==> config.mk <==
export PLATFORM = sky130hd
export DESIGN_NAME = branch_resolve_unit
export DESIGN_NICKNAME = d
export VERILOG_FILES = /design/src/rtl/rv32i_pkg.sv /design/src/rtl/comparator_32bit.sv /design/src/rtl/branch_resolve_unit.sv
export SDC_FILE = /design/constraint.sdc
export NUM_CORES = 1
export LEC_CHECK = 0
export CAP_MARGIN = 20
export CORE_MARGIN = 3
export CORE_UTILIZATION = 50
export CTS_BUF_LIST = sky130_fd_sc_hd__clkbuf_8
export DETAILED_ROUTE_END_ITERATION = 10
export HOLD_SLACK_MARGIN = 0.1
export PLACE_DENSITY = 0.88
export SLEW_MARGIN = 0
export SYNTH_ARGS = -nofsm -noshare
export SYNTH_HDL_FRONTEND = slang
export SYNTH_SLANG_ARGS = --single-unit
==> constraint.sdc <==
create_clock -name clk -period 2.4 [get_ports clk]
set_input_delay 0.36 -clock clk [delete_from_list [all_inputs] [get_ports clk]]
set_output_delay 0.36 -clock clk [all_outputs]
set_load 0.01 [all_outputs]
==> src/rtl/rv32i_pkg.sv <==
// Shared RV32I branch-unit types: branch kinds, BR funct3 codes, resolve FSM states
// and the registered result payload.
package rv32i_pkg;

  localparam int unsigned XLEN = 32;

  typedef enum logic [1:0] {
    KIND_NONE = 2'd0,
    KIND_BR   = 2'd1,
    KIND_JAL  = 2'd2,
    KIND_JALR = 2'd3
  } br_kind_e;

  localparam logic [2:0] F3_BEQ  = 3'b000;
  localparam logic [2:0] F3_BNE  = 3'b001;
  localparam logic [2:0] F3_BLT  = 3'b100;
  localparam logic [2:0] F3_BGE  = 3'b101;
  localparam logic [2:0] F3_BLTU = 3'b110;
  localparam logic [2:0] F3_BGEU = 3'b111;

  typedef enum logic {
    ST_RUN    = 1'b0,
    ST_SQUASH = 1'b1
  } bru_state_e;

  typedef struct packed {
    logic            taken;
    logic            mispredict;
    logic            illegal;
    logic [XLEN-1:0] target;
    logic [XLEN-1:0] link;
  } br_result_t;

endpackage

==> src/rtl/comparator_32bit.sv <==
// 32-bit equality / less-than comparator, signed or unsigned.
module comparator_32bit (
  input  logic [31:0] a,
  input  logic [31:0] b,
  input  logic        is_signed,
  output logic        eq_c,
  output logic        lt_c
);

  always_comb begin
    eq_c = (a == b);
    lt_c = is_signed ? ($signed(a) < $signed(b)) : (a < b);
  end

endmodule

==> src/rtl/branch_resolve_unit.sv <==
// Resolves branches/jumps, registers one result entry, and raises a redirect on
// mispredict while squashing younger requests until the front end acks it.
module branch_resolve_unit
  import rv32i_pkg::*;
#(
  parameter int unsigned CNT_W = 16
) (
  input  logic             clk,
  input  logic             rst_n,
  input  logic             in_valid,
  output logic             in_ready,
  input  logic [1:0]       in_kind,
  input  logic [2:0]       in_funct3,
  input  logic [31:0]      in_pc,
  input  logic [31:0]      in_imm,
  input  logic [31:0]      in_rs1,
  input  logic [31:0]      in_rs2,
  input  logic             in_pred_taken,
  output logic             out_valid,
  input  logic             out_ready,
  output logic             out_taken,
  output logic             out_mispredict,
  output logic             out_illegal,
  output logic [31:0]      out_target,
  output logic [31:0]      out_link,
  output logic             redirect_valid,
  output logic [31:0]      redirect_pc,
  input  logic             redirect_ack,
  output logic [CNT_W-1:0] perf_mispredicts
);

  bru_state_e       state_q, state_d;
  logic             out_valid_q, out_valid_d;
  br_result_t       res_q, res_d, res_c;
  logic             redir_valid_q, redir_valid_d;
  logic [31:0]      redir_pc_q, redir_pc_d;
  logic [CNT_W-1:0] perf_q, perf_d;

  br_kind_e    kind;
  logic        cmp_eq, cmp_lt;
  logic [31:0] jalr_sum;
  logic        accept;

  assign kind = br_kind_e'(in_kind);

  comparator_32bit u_cmp (
    .a         (in_rs1),
    .b         (in_rs2),
    .is_signed (~in_funct3[1]),
    .eq_c      (cmp_eq),
    .lt_c      (cmp_lt)
  );

  // Reset gates in_ready so nothing is accepted while rst_n is low.
  assign in_ready = rst_n & ((state_q == ST_SQUASH) | ~out_valid_q | out_ready);
  assign accept   = in_valid & in_ready;
  assign jalr_sum = in_rs1 + in_imm;

  // Combinational resolution of the presented request.
  always_comb begin
    res_c        = '0;
    res_c.link   = in_pc + 32'd4;
    res_c.target = in_pc + in_imm;
    case (kind)
      KIND_BR: begin
        case (in_funct3)
          F3_BEQ:           res_c.taken = cmp_eq;
          F3_BNE:           res_c.taken = ~cmp_eq;
          F3_BLT, F3_BLTU:  res_c.taken = cmp_lt;
          F3_BGE, F3_BGEU:  res_c.taken = ~cmp_lt;
          default:          res_c.illegal = 1'b1;
        endcase
      end
      KIND_JAL:  res_c.taken = 1'b1;
      KIND_JALR: begin
        res_c.taken  = 1'b1;
        res_c.target = {jalr_sum[31:1], 1'b0};
      end
      default: res_c.taken = 1'b0;
    endcase
    res_c.mispredict = (res_c.taken != in_pred_taken);
  end

  // Next-state, output entry, redirect and counter.
  always_comb begin
    state_d       = state_q;
    out_valid_d   = out_valid_q;
    res_d         = res_q;
    redir_valid_d = redir_valid_q;
    redir_pc_d    = redir_pc_q;
    perf_d        = perf_q;
    case (state_q)
      ST_RUN: begin
        if (accept) begin
          out_valid_d = 1'b1;
          res_d       = res_c;
          if (res_c.mispredict) begin
            redir_valid_d = 1'b1;
            redir_pc_d    = res_c.taken ? res_c.target : res_c.link;
            state_d       = ST_SQUASH;
            if (perf_q != '1) perf_d = perf_q + CNT_W'(1);
          end
        end else if (out_ready) begin
          out_valid_d = 1'b0;
        end
      end
      ST_SQUASH: begin
        // Accepted requests are dropped; the pending entry may still drain.
        if (out_ready) out_valid_d = 1'b0;
        if (redirect_ack) begin
          redir_valid_d = 1'b0;
          state_d       = ST_RUN;
        end
      end
      default: state_d = ST_RUN;
    endcase
  end

  always_ff @(posedge clk or negedge rst_n) begin
    if (!rst_n) begin
      state_q       <= ST_RUN;
      out_valid_q   <= 1'b0;
      res_q         <= '0;
      redir_valid_q <= 1'b0;
      redir_pc_q    <= '0;
      perf_q        <= '0;
    end else begin
      state_q       <= state_d;
      out_valid_q   <= out_valid_d;
      res_q         <= res_d;
      redir_valid_q <= redir_valid_d;
      redir_pc_q    <= redir_pc_d;
      perf_q        <= perf_d;
    end
  end

  assign out_valid        = out_valid_q;
  assign out_taken        = res_q.taken;
  assign out_mispredict   = res_q.mispredict;
  assign out_illegal      = res_q.illegal;
  assign out_target       = res_q.target;
  assign out_link         = res_q.link;
  assign redirect_valid   = redir_valid_q;
  assign redirect_pc      = redir_pc_q;
  assign perf_mispredicts = perf_q;

endmodule

==> summary.txt, run 1 <==
CTS
  – CTS max path bufs: 2
  – Clock Root Buffer: clkbuf_8
  – # H-tree levels: 4
  – Num CTS Buffers: 17
  – # clock sinks: 118

Logic synthesis
  – Seq/Total Area, Yosys: 30.8%
  – Synthesized cell area: 9580 um^2
  – Mapped Avg Cell Area: 8.42 um^2
  – EDFF count, synth: 0
  – Post-synth cell types: 69
  – Synthesized Nets: 1373
  – Synth warnings: 0
  – Async set or reset register ratio after synthesis: 100%
  – Ys flop type: dfrtp_1
  – Cells after Synth: 1137
  – Yosys reg bits: 118

Placement
  – Pre-CTS setup slack: -1.57 ns
  – Dpl hpwl: 29.2 mm
  – Placed Area: 15000 um^2
  – IO Port Bufs: 256
  – Global placement routability congestion: 0.998

Status
  – Stop err: [ERROR GRT-0232] Routing congestion too high. Check the congestion heatmap in the GUI.
  – Status: stopped before the end
  – Halt Stage: global routing (5_1_grt)

STA
  – Worst EP post-GRT repair: out_target[31]$_DFFE_PN0P_/D
  – WEP type: register data pin

GRT
  – Tot GR Track Use: 76.9%
  – Largest net degree at the start of global routing: 119
  – Global route overflow: 124

Die
  – Die width: 144 um
  – Io pins: 257
  – Die Y: 144 um
  – Row count: 49
  – Starting Density: 52.1%
[metrics by stage]
step	instances	hold WS (ns)
floorplan	1137	0.0644
global placement	1884	0.460
detailed placement	1884	0.471
CTS	1981	0.258
[synth_stat cells (all sizes together), types with 6 or more instances]
| master | number | area share (%) |
|---|---|---|
| a21o | 26 | 2.0 |
| a21oi | 72 | 3.8 |
| nand2b | 11 | 0.72 |
| mux2 | 26 | 3.1 |
| nor3 | 18 | 1.0 |
| ha | 95 | 12 |
| inv | 56 | 2.2 |
| nand3 | 38 | 2.0 |
| mux2i | 16 | 1.7 |
| buf | 10 | 0.48 |
| o21bai | 6 | 0.47 |
| nor2 | 58 | 2.3 |
| a211oi | 12 | 0.94 |
| o21a | 9 | 0.71 |
| nand2 | 166 | 6.5 |
| dfrtp | 118 | 31 |
| a31oi | 13 | 1.0 |
| xor2 | 38 | 3.5 |
| o31ai | 13 | 1.0 |
| o211ai | 7 | 0.55 |
| xnor2 | 54 | 4.9 |
| and4 | 6 | 0.55 |
| nor2b | 11 | 0.72 |
| or3 | 6 | 0.40 |
| and3 | 15 | 0.98 |
| nand4 | 20 | 1.3 |
| and2 | 6 | 0.39 |
| nor4 | 7 | 0.52 |
| o21ai | 126 | 6.7 |
| clkbuf | 28 | 1.1 |
[timing repair]
item / in CTS
pin swaps: 151
endpoints found under the hold margin: 106
gates resized for setup: 659
endpoints found under the setup margin: 78
setup buffers: 63
hold buffers: 1
gates cloned: 4
[logic make-up after synthesis]
family / Yosys count / synth area share, %
compound gates: 320 / 21.0
mux: 42 / 4.73
xor+xnor: 92 / 8.41
simple gates: 373 / 18.4
buf+inv: 95 / 3.81
fa+ha+maj: 97 / 12.8
flops: 118 / 30.8
[per-layer routing]
metal / GRT overflow / GRT usage (%)
met5: 0 / 16.0
met4: 69 / 83.8
met3: 3 / 65.1
met2: 52 / 91.9
met1: 0 / 73.8
==> run 2: changes to the inputs <==
Settings changed: CORE_UTILIZATION 50 to 35, CTS_BUF_LIST sky130_fd_sc_hd__clkbuf_8 to default, HOLD_SLACK_MARGIN 0.1 to default, PLACE_DENSITY 0.88 to default, PLACE_DENSITY_LB_ADDON from default to 0.15.
==> run 2 against run 1 <==
The flow now finishes, with violations (setup timing). Synthesized cell count is the same. Area after synthesis is the same.
==> summary.txt, run 2 <==
Status
  – Status: finished with violations
  – Failing checks: setup timing

Flow run
  – Max_cap viols: 0

GRT
  – Largest net degree at the start of global routing: 119
  – Global route overflow: 0
  – Number of global-route vias before repair: 11000
  – First-pass GRT wire length: 58.9 mm
  – Tot GR Track Use: 25.4%
  – Initial antenna violation count: 0

STA
  – Final clock skew: 0.0102 ns
  – Final critical-path share of the clock period: 122%
  – Worst slew pin tran: 0.642 ns
  – Fin. max-slew vios: 0
  – Final setup violation count: 68
  – Fin Setup TNS: -24.83 ns
  – Post-route minimum period: 2.93 ns
  – Final worst slack: -0.533 ns
  – Slew HR: 57.2%
  – FMAX: 341 MHz
  – Final hold violations: 0
  – Unrepaired setup endpoints after global routing: yes

Worst setup path
  – Crit path cell chain: buf_8 > ha_4 > nand4_1 > nor4_4 > nand3_2 > xnor2_1 > a221o_2 > buf_4 > buf_6 > or3_4 > buf_6 > and3_4 > mux2i_1 > o311ai_1
  – Slowest-stage cell, CP: a221o_2
  – Crit Path Class: input port to flip-flop
  – Arrival time at the worst endpoint: 3.21 ns
  – CP peak stage delay: 0.44 ns
  – Critical Path Start Type: input port
  – CP endpoint kind: flip-flop
  – Crit path required time: 2.67 ns
  – Crit path max fanout: 7
  – CP dominant cell by count: buf_6

Die
  – Row count: 59 (+20%)
  – Starting Density: 36.1% (-16 points)
  – DIE AREA: 29400 um^2
  – Die width: 171 um (+19%)
  – Die Y: 171 um (+19%)
  – Core area: 26500 um^2
  – Io pins: 257 (unchanged)

Detailed routing
  – 1st-pass router iterations: 7
  – DR vias/cell: 5.23
  – Post-route ant nets: 0
  – Via count: 11100
  – Residual DRC: 0
  – WL final: 39.8 mm
  – Number of DRC markers in iteration 0: 794
  – Wirelength per Cell: 18.8 um

CTS
  – CTS max path bufs: 2 (unchanged)
  – CTS tree: done
  – Clock Root Buffer: clkbuf_16
  – # H-tree levels: 4 (unchanged)
  – Clock Latency Late Sink: 0.41 ns
  – # clock sinks: 118 (unchanged)
  – Clock-pin slew on the worst setup and hold paths: 0.06 ns
  – Num CTS Buffers: 17 (unchanged)
  – CTS Hold Bufs: 0 (-1)

Layout
  – Final #Nets: 2005
  – Design area: 18300 um^2
  – Commonest cells after routing, fill and taps aside: buf_4, clkdlybuf4s50_1, nand2_1
  – Layout cells sized above 1: 46.3%
  – Area Overhead vs Synth: 91.4%
  – Leading cell type in the layout, fill and taps excluded: buf_4
  – Fill cells: 2055
  – Antenna cells: 0
  – Final core occ: 69.2%

Logic synthesis
  – Post-synth cell types: 69 (unchanged)
  – Cells after Synth: 1137 (unchanged)
  – Synth warnings: 0 (unchanged)
  – Seq/Total Area, Yosys: 30.8% (unchanged)
  – Mapped Avg Cell Area: 8.42 um^2 (unchanged)
  – Top-area cell type share of the netlist area: 30.8% (unchanged)
  – Synthesized Nets: 1373 (unchanged)
  – EDFF count, synth: 0 (unchanged)
  – Synthesized cell area: 9580 um^2 (unchanged)
  – Ys flop type: dfrtp_1
  – Synth area leader: dfrtp_1
  – Yosys reg bits: 118 (unchanged)
  – Most common cell in the netlist: nand2_1
  – Ranking of synthesized cells by area: dfrtp_1, ha_1, nand2_1
  – Synth top cells by count: nand2_1, o21ai_0, dfrtp_1
  – Async set or reset register ratio after synthesis: 100% (unchanged)

Hold path
  – Worst hold path type: input port to asynchronous set/reset pin

Power and ir drop
  – Worst vdd ir: 0.553 mV
  – Pwr Density: 605 nW/um^2
  – Leakage power: 8.26 nW

Placement
  – Global placement routability congestion: 0.885 (-11%)
  – Dpl hpwl: 29.4 mm (+0.54%)
  – Placed Area: 15300 um^2 (+2.1%)
  – IO Port Bufs: 256 (unchanged)
==> run 2: cell counts after synthesis <==
Identical to the previous run, type by type.
==> run 2: cell families (layout without fill, tap and decap cells) <==
| logic type | after synthesis | after routing | synth area share, % |
|---|---|---|---|
| AND/OR/NAND/NOR | 373 | 373 | 18.4 |
| AO/OA/AOI/OAI | 320 | 320 | 21.0 |
| flip-flops | 118 | 118 | 30.8 |
| adder cells (fa/ha/maj) | 97 | 97 | 12.8 |
| buffers and inverters | 95 | 740 | 3.81 |
| XOR/XNOR | 92 | 92 | 8.41 |
| multiplexers | 42 | 42 | 4.73 |
==> run 2: worst paths after layout <==
check                                        to  slack (ns)           startpoint  cells past startpoint
max in group asynchronous       redirect_pc[23]        1.86                rst_n                      2
setup / recovery                redirect_pc[31]       -0.53           in_rs1[29]                     14
hold / removal                    out_target[5]        0.05                rst_n                      2
setup reg to reg           perf_mispredicts[15]        0.17  perf_mispredicts[3]                      7
hold reg to reg                  out_target[10]        0.47       out_target[10]                      2
min in group clk                    out_link[0]        0.33             in_pc[0]                      4
==> run 2: final cells by class <==
type                    instances  area (um^2)  share of cell area [%]
well taps                     335          419                    2.29
clock inverters                14          200                    1.09
clock buffers                  18          429                    2.34
repair buffers                651         5810                    31.7
multi-input cells             924         8290                    45.2
inverters                      57          234                    1.28
flip-flops and latches        118         2950                    16.1
==> run 2: routing by layer <==
metal | track usage (%) | part of all wire [%] | vias to the layer above
met5 | 0 | 0 | -
met4 | 6.30 | 1.7 | 0
met3 | 2.62 | 4.6 | 47
met2 | 43.3 | 49 | 364
met1 | 34.7 | 44 | 5301
li1 | - | - | 5356
==> run 2: worst max-delay path: cells and delay by family <==
kind | cells | cell delay (ns)
buf+inv | 4 | 0.53
xor+xnor | 1 | 0.14
fa+ha+maj | 1 | 0.25
mux | 1 | 0.16
simple gates | 5 | 1.20
compound gates | 2 | 0.57
==> run 2: what timing repair did <==
| action | CTS | global route |
|---|---|---|
| gates resized for setup | 667 | 137 |
| endpoints found under the setup margin | 78 | 75 |
| buffers inserted | 50 | 30 |
| cloned | 3 | 4 |
| pin swaps | 159 | 90 |
==> run 2: per-stage QoR <==
| step | hold slack [ns] | setup WS, ns | cells | power (mW) |
|---|---|---|---|---|
| CTS | 0.0933 | -0.524 | 2096 | 10.7 |
| global placement | 0.460 | -1.49 | 2016 | 7.44 |
| floorplan | 0.0644 | -0.561 | 1137 | 4.78 |
| detailed placement | 0.466 | -1.53 | 2016 | 7.52 |
| global route | 0.101 | -0.596 | 2117 | 11.7 |
| finish | 0.0489 | -0.533 | 2117 | 11.1 |
==> run 2: power breakdown <==
part | total [mW] | switching [mW] | leakage [nW] | internal, mW
Combinational | 5.39 | 2.43 | 6.47 | 2.96
Sequential | 3.00 | 0.451 | 1.48 | 2.55
Clock | 2.70 | 0.956 | 0.309 | 1.75
Total | 11.1 | 3.84 | 8.26 | 7.26
Power figures use the tool's default switching activity.
==> run 3: changes to the inputs <==
Settings changed: TNS_END_PERCENT from default to 10.
==> run 3 against run 2 <==
The run still ends with setup timing left. First-iteration DRC count fell by 11%. Register-to-register slack better by 0.28 ns. Routed wire length down 9.3%. Utilization decreased by 5.4 points. Critical path depth unchanged. Combinational power is 9.8% lower.
==> summary.txt, run 3 (synthesized netlist as in run 2, its figures left out) <==
Detailed routing
  – DR vias/cell: 5.13 (-1.9%)
  – 1st-pass router iterations: 5 (-2)
  – Residual DRC: 0 (unchanged)
  – Post-route ant nets: 0 (unchanged)
  – Wirelength per Cell: 17.4 um (-7.1%)
  – WL final: 36.1 mm (-9.3%)
  – Number of DRC markers in iteration 0: 707 (-11%)
  – Via count: 10600 (-4.2%)

CTS
  – # H-tree levels: 4 (unchanged)
  – # clock sinks: 118 (unchanged)
  – CTS tree: done
  – Num CTS Buffers: 17 (unchanged)
  – CTS Hold Bufs: 0 (unchanged)
  – Clock-pin slew on the worst setup and hold paths: 0.06 ns (about the same)
  – Clock Latency Late Sink: 0.41 ns (about the same)
  – CTS max path bufs: 2 (unchanged)
  – Clock Root Buffer: clkbuf_16

Flow run
  – Max_cap viols: 0 (unchanged)

STA
  – FMAX: 341 MHz (about the same)
  – Final setup violation count: 68 (unchanged)
  – Slew HR: 54.7% (-2.5 points)
  – Final hold violations: 0 (unchanged)
  – Unrepaired setup endpoints after global routing: yes
  – Final clock skew: 0.0100 ns (-0.000234 ns)
  – Final worst slack: -0.530 ns (+0.00243 ns)
  – Post-route minimum period: 2.93 ns (-0.00243 ns)
  – Final critical-path share of the clock period: 122% (about the same)
  – Worst slew pin tran: 0.679 ns (+0.0377 ns)
  – Fin. max-slew vios: 0 (unchanged)

Die
  – Starting Density: 36.1% (unchanged)
  – Die Y: 171 um (unchanged)
  – Core area: 26500 um^2 (unchanged)
  – Die width: 171 um (unchanged)
  – Io pins: 257 (unchanged)
  – Row count: 59 (unchanged)
  – DIE AREA: 29400 um^2 (unchanged)

GRT
  – Largest net degree at the start of global routing: 119 (unchanged)
  – Initial antenna violation count: 2 (+2)
  – Tot GR Track Use: 24.2% (-1.2 points)
  – Global route overflow: 0 (unchanged)
  – Number of global-route vias before repair: 10700 (-2.5%)
  – First-pass GRT wire length: 56.5 mm (-4.2%)

Worst setup path
  – Crit Path Class: input port to flip-flop
  – Arrival time at the worst endpoint: 3.21 ns (about the same)
  – Crit path required time: 2.68 ns (about the same)
  – Crit path max fanout: 4 (-3)
  – CP endpoint kind: flip-flop
  – Critical Path Start Type: input port
  – Reg2reg setup slack: 0.45 ns (+0.28 ns)

Power and ir drop
  – Pwr Density: 616 nW/um^2 (+1.7%)
  – Leakage power: 7.68 nW (-6.9%)
  – Worst vdd ir: 0.513 mV (-7.3%)
  – Total power: 10.4 mW (-6.2%)

Placement
  – Placed cell count: 2011 (-0.25%)
  – IO Port Bufs: 256 (unchanged)
  – Dpl hpwl: 29.0 mm (-1.2%)
  – Global placement routability congestion: 0.966 (+9.2%)

Hold path
  – Worst hold path type: input port to asynchronous set/reset pin

Layout
  – Multi-input logic area: 7570 um^2 (-8.7%)
  – Area Overhead vs Synth: 76.4%
  – Commonest cells after routing, fill and taps aside: buf_4, nand2_1, clkdlybuf4s50_1
  – Final #Nets: 1953 (-2.6%)
  – Fill cells: 2252 (+9.6%)
  – Layout cells sized above 1: 39.7% (-6.6 points)
  – Sequential cell area: 2950 um^2 (unchanged)
  – Leading cell type in the layout, fill and taps excluded: buf_4
  – Final non-filler cell total: 2067 (-2.4%)

Status
  – Status: finished with violations
  – Failing checks: setup timing
-- run 3: area by class of cell --
type,count,share of cell area [%]
Sequential cell,118,17.5
Inverter,57,1.43
Antenna cell,2,0.0296
Tap cell,335,2.48
Clock buffer,18,2.54
Timing Repair Buffer,599,30.2
Clock inverter,14,1.04
Multi-Input combinational cell,924,44.8
-- run 3: through the flow --
stage	util (%)	instance area, um^2	TNS, ns	worst slack (ns)	hold WS (ns)
6_report	63.8	16900	-23.61	-0.530	0.0351
3_5_place_dp	56.8	15100	-101.77	-1.48	0.463
5_1_grt	63.8	16900	-28.82	-0.565	0.113
3_3_place_gp	56.8	15100	-97.93	-1.43	0.457
2_1_floorplan	-	9710	-27.12	-0.561	0.0644
4_1_cts	61.9	16400	-26.57	-0.564	0.0961
-- run 3: final timing paths --
check / from / depth (start not counted) / endpoint
max: in_rs2[26] / 14 / redirect_pc[31]
min: rst_n / 2 / redirect_pc[11]
max reg2reg: perf_mispredicts[4] / 7 / perf_mispredicts[15]
min reg2reg: redirect_valid / 2 / redirect_valid
max in group asynchronous: rst_n / 2 / redirect_pc[26]
min in group clk: in_pc[0] / 4 / out_link[0]
-- run 3: critical path: stages --
cell      delay (ns)
buf_8           0.09
inv_12          0.03
ha_4            0.25
nand4_1         0.19
nor4_4          0.36
nand3_2         0.13
xnor2_2         0.15
a221o_2         0.48
or4_4           0.47
and3_4          0.19
buf_6           0.12
and3_4          0.13
mux2i_1         0.14
o311ai_1        0.11
-- run 3: where the power goes --
part	total [mW]	internal [mW]	leakage (nW)	switching, mW
sequential	2.95	2.55	1.48	0.395
combinational	4.86	2.66	5.92	2.20
clock	2.60	1.64	0.287	0.956
-- run 3: what timing repair did --
| item | in CTS | in global routing |
|---|---|---|
| setup buffers | 14 | 10 |
| endpoints found under the setup margin | 79 | 76 |
| pin swaps | 85 | 70 |
| resized for setup | 432 | 183 |
| gates cloned | 0 | 0 |
-- run 3: per-layer routing --
layer  wire length (um)  global-route usage (%)  part of all wire (%)  vias to the layer above
met2              16900                    40.3                    47                      308
met4                507                    5.39                   1.4                        0
met3               1540                    2.92                   4.3                       34
met1              17100                    33.8                    47                     4996
met5                  0                       0                     0                        -
li1                   -                       -                     -                     5261
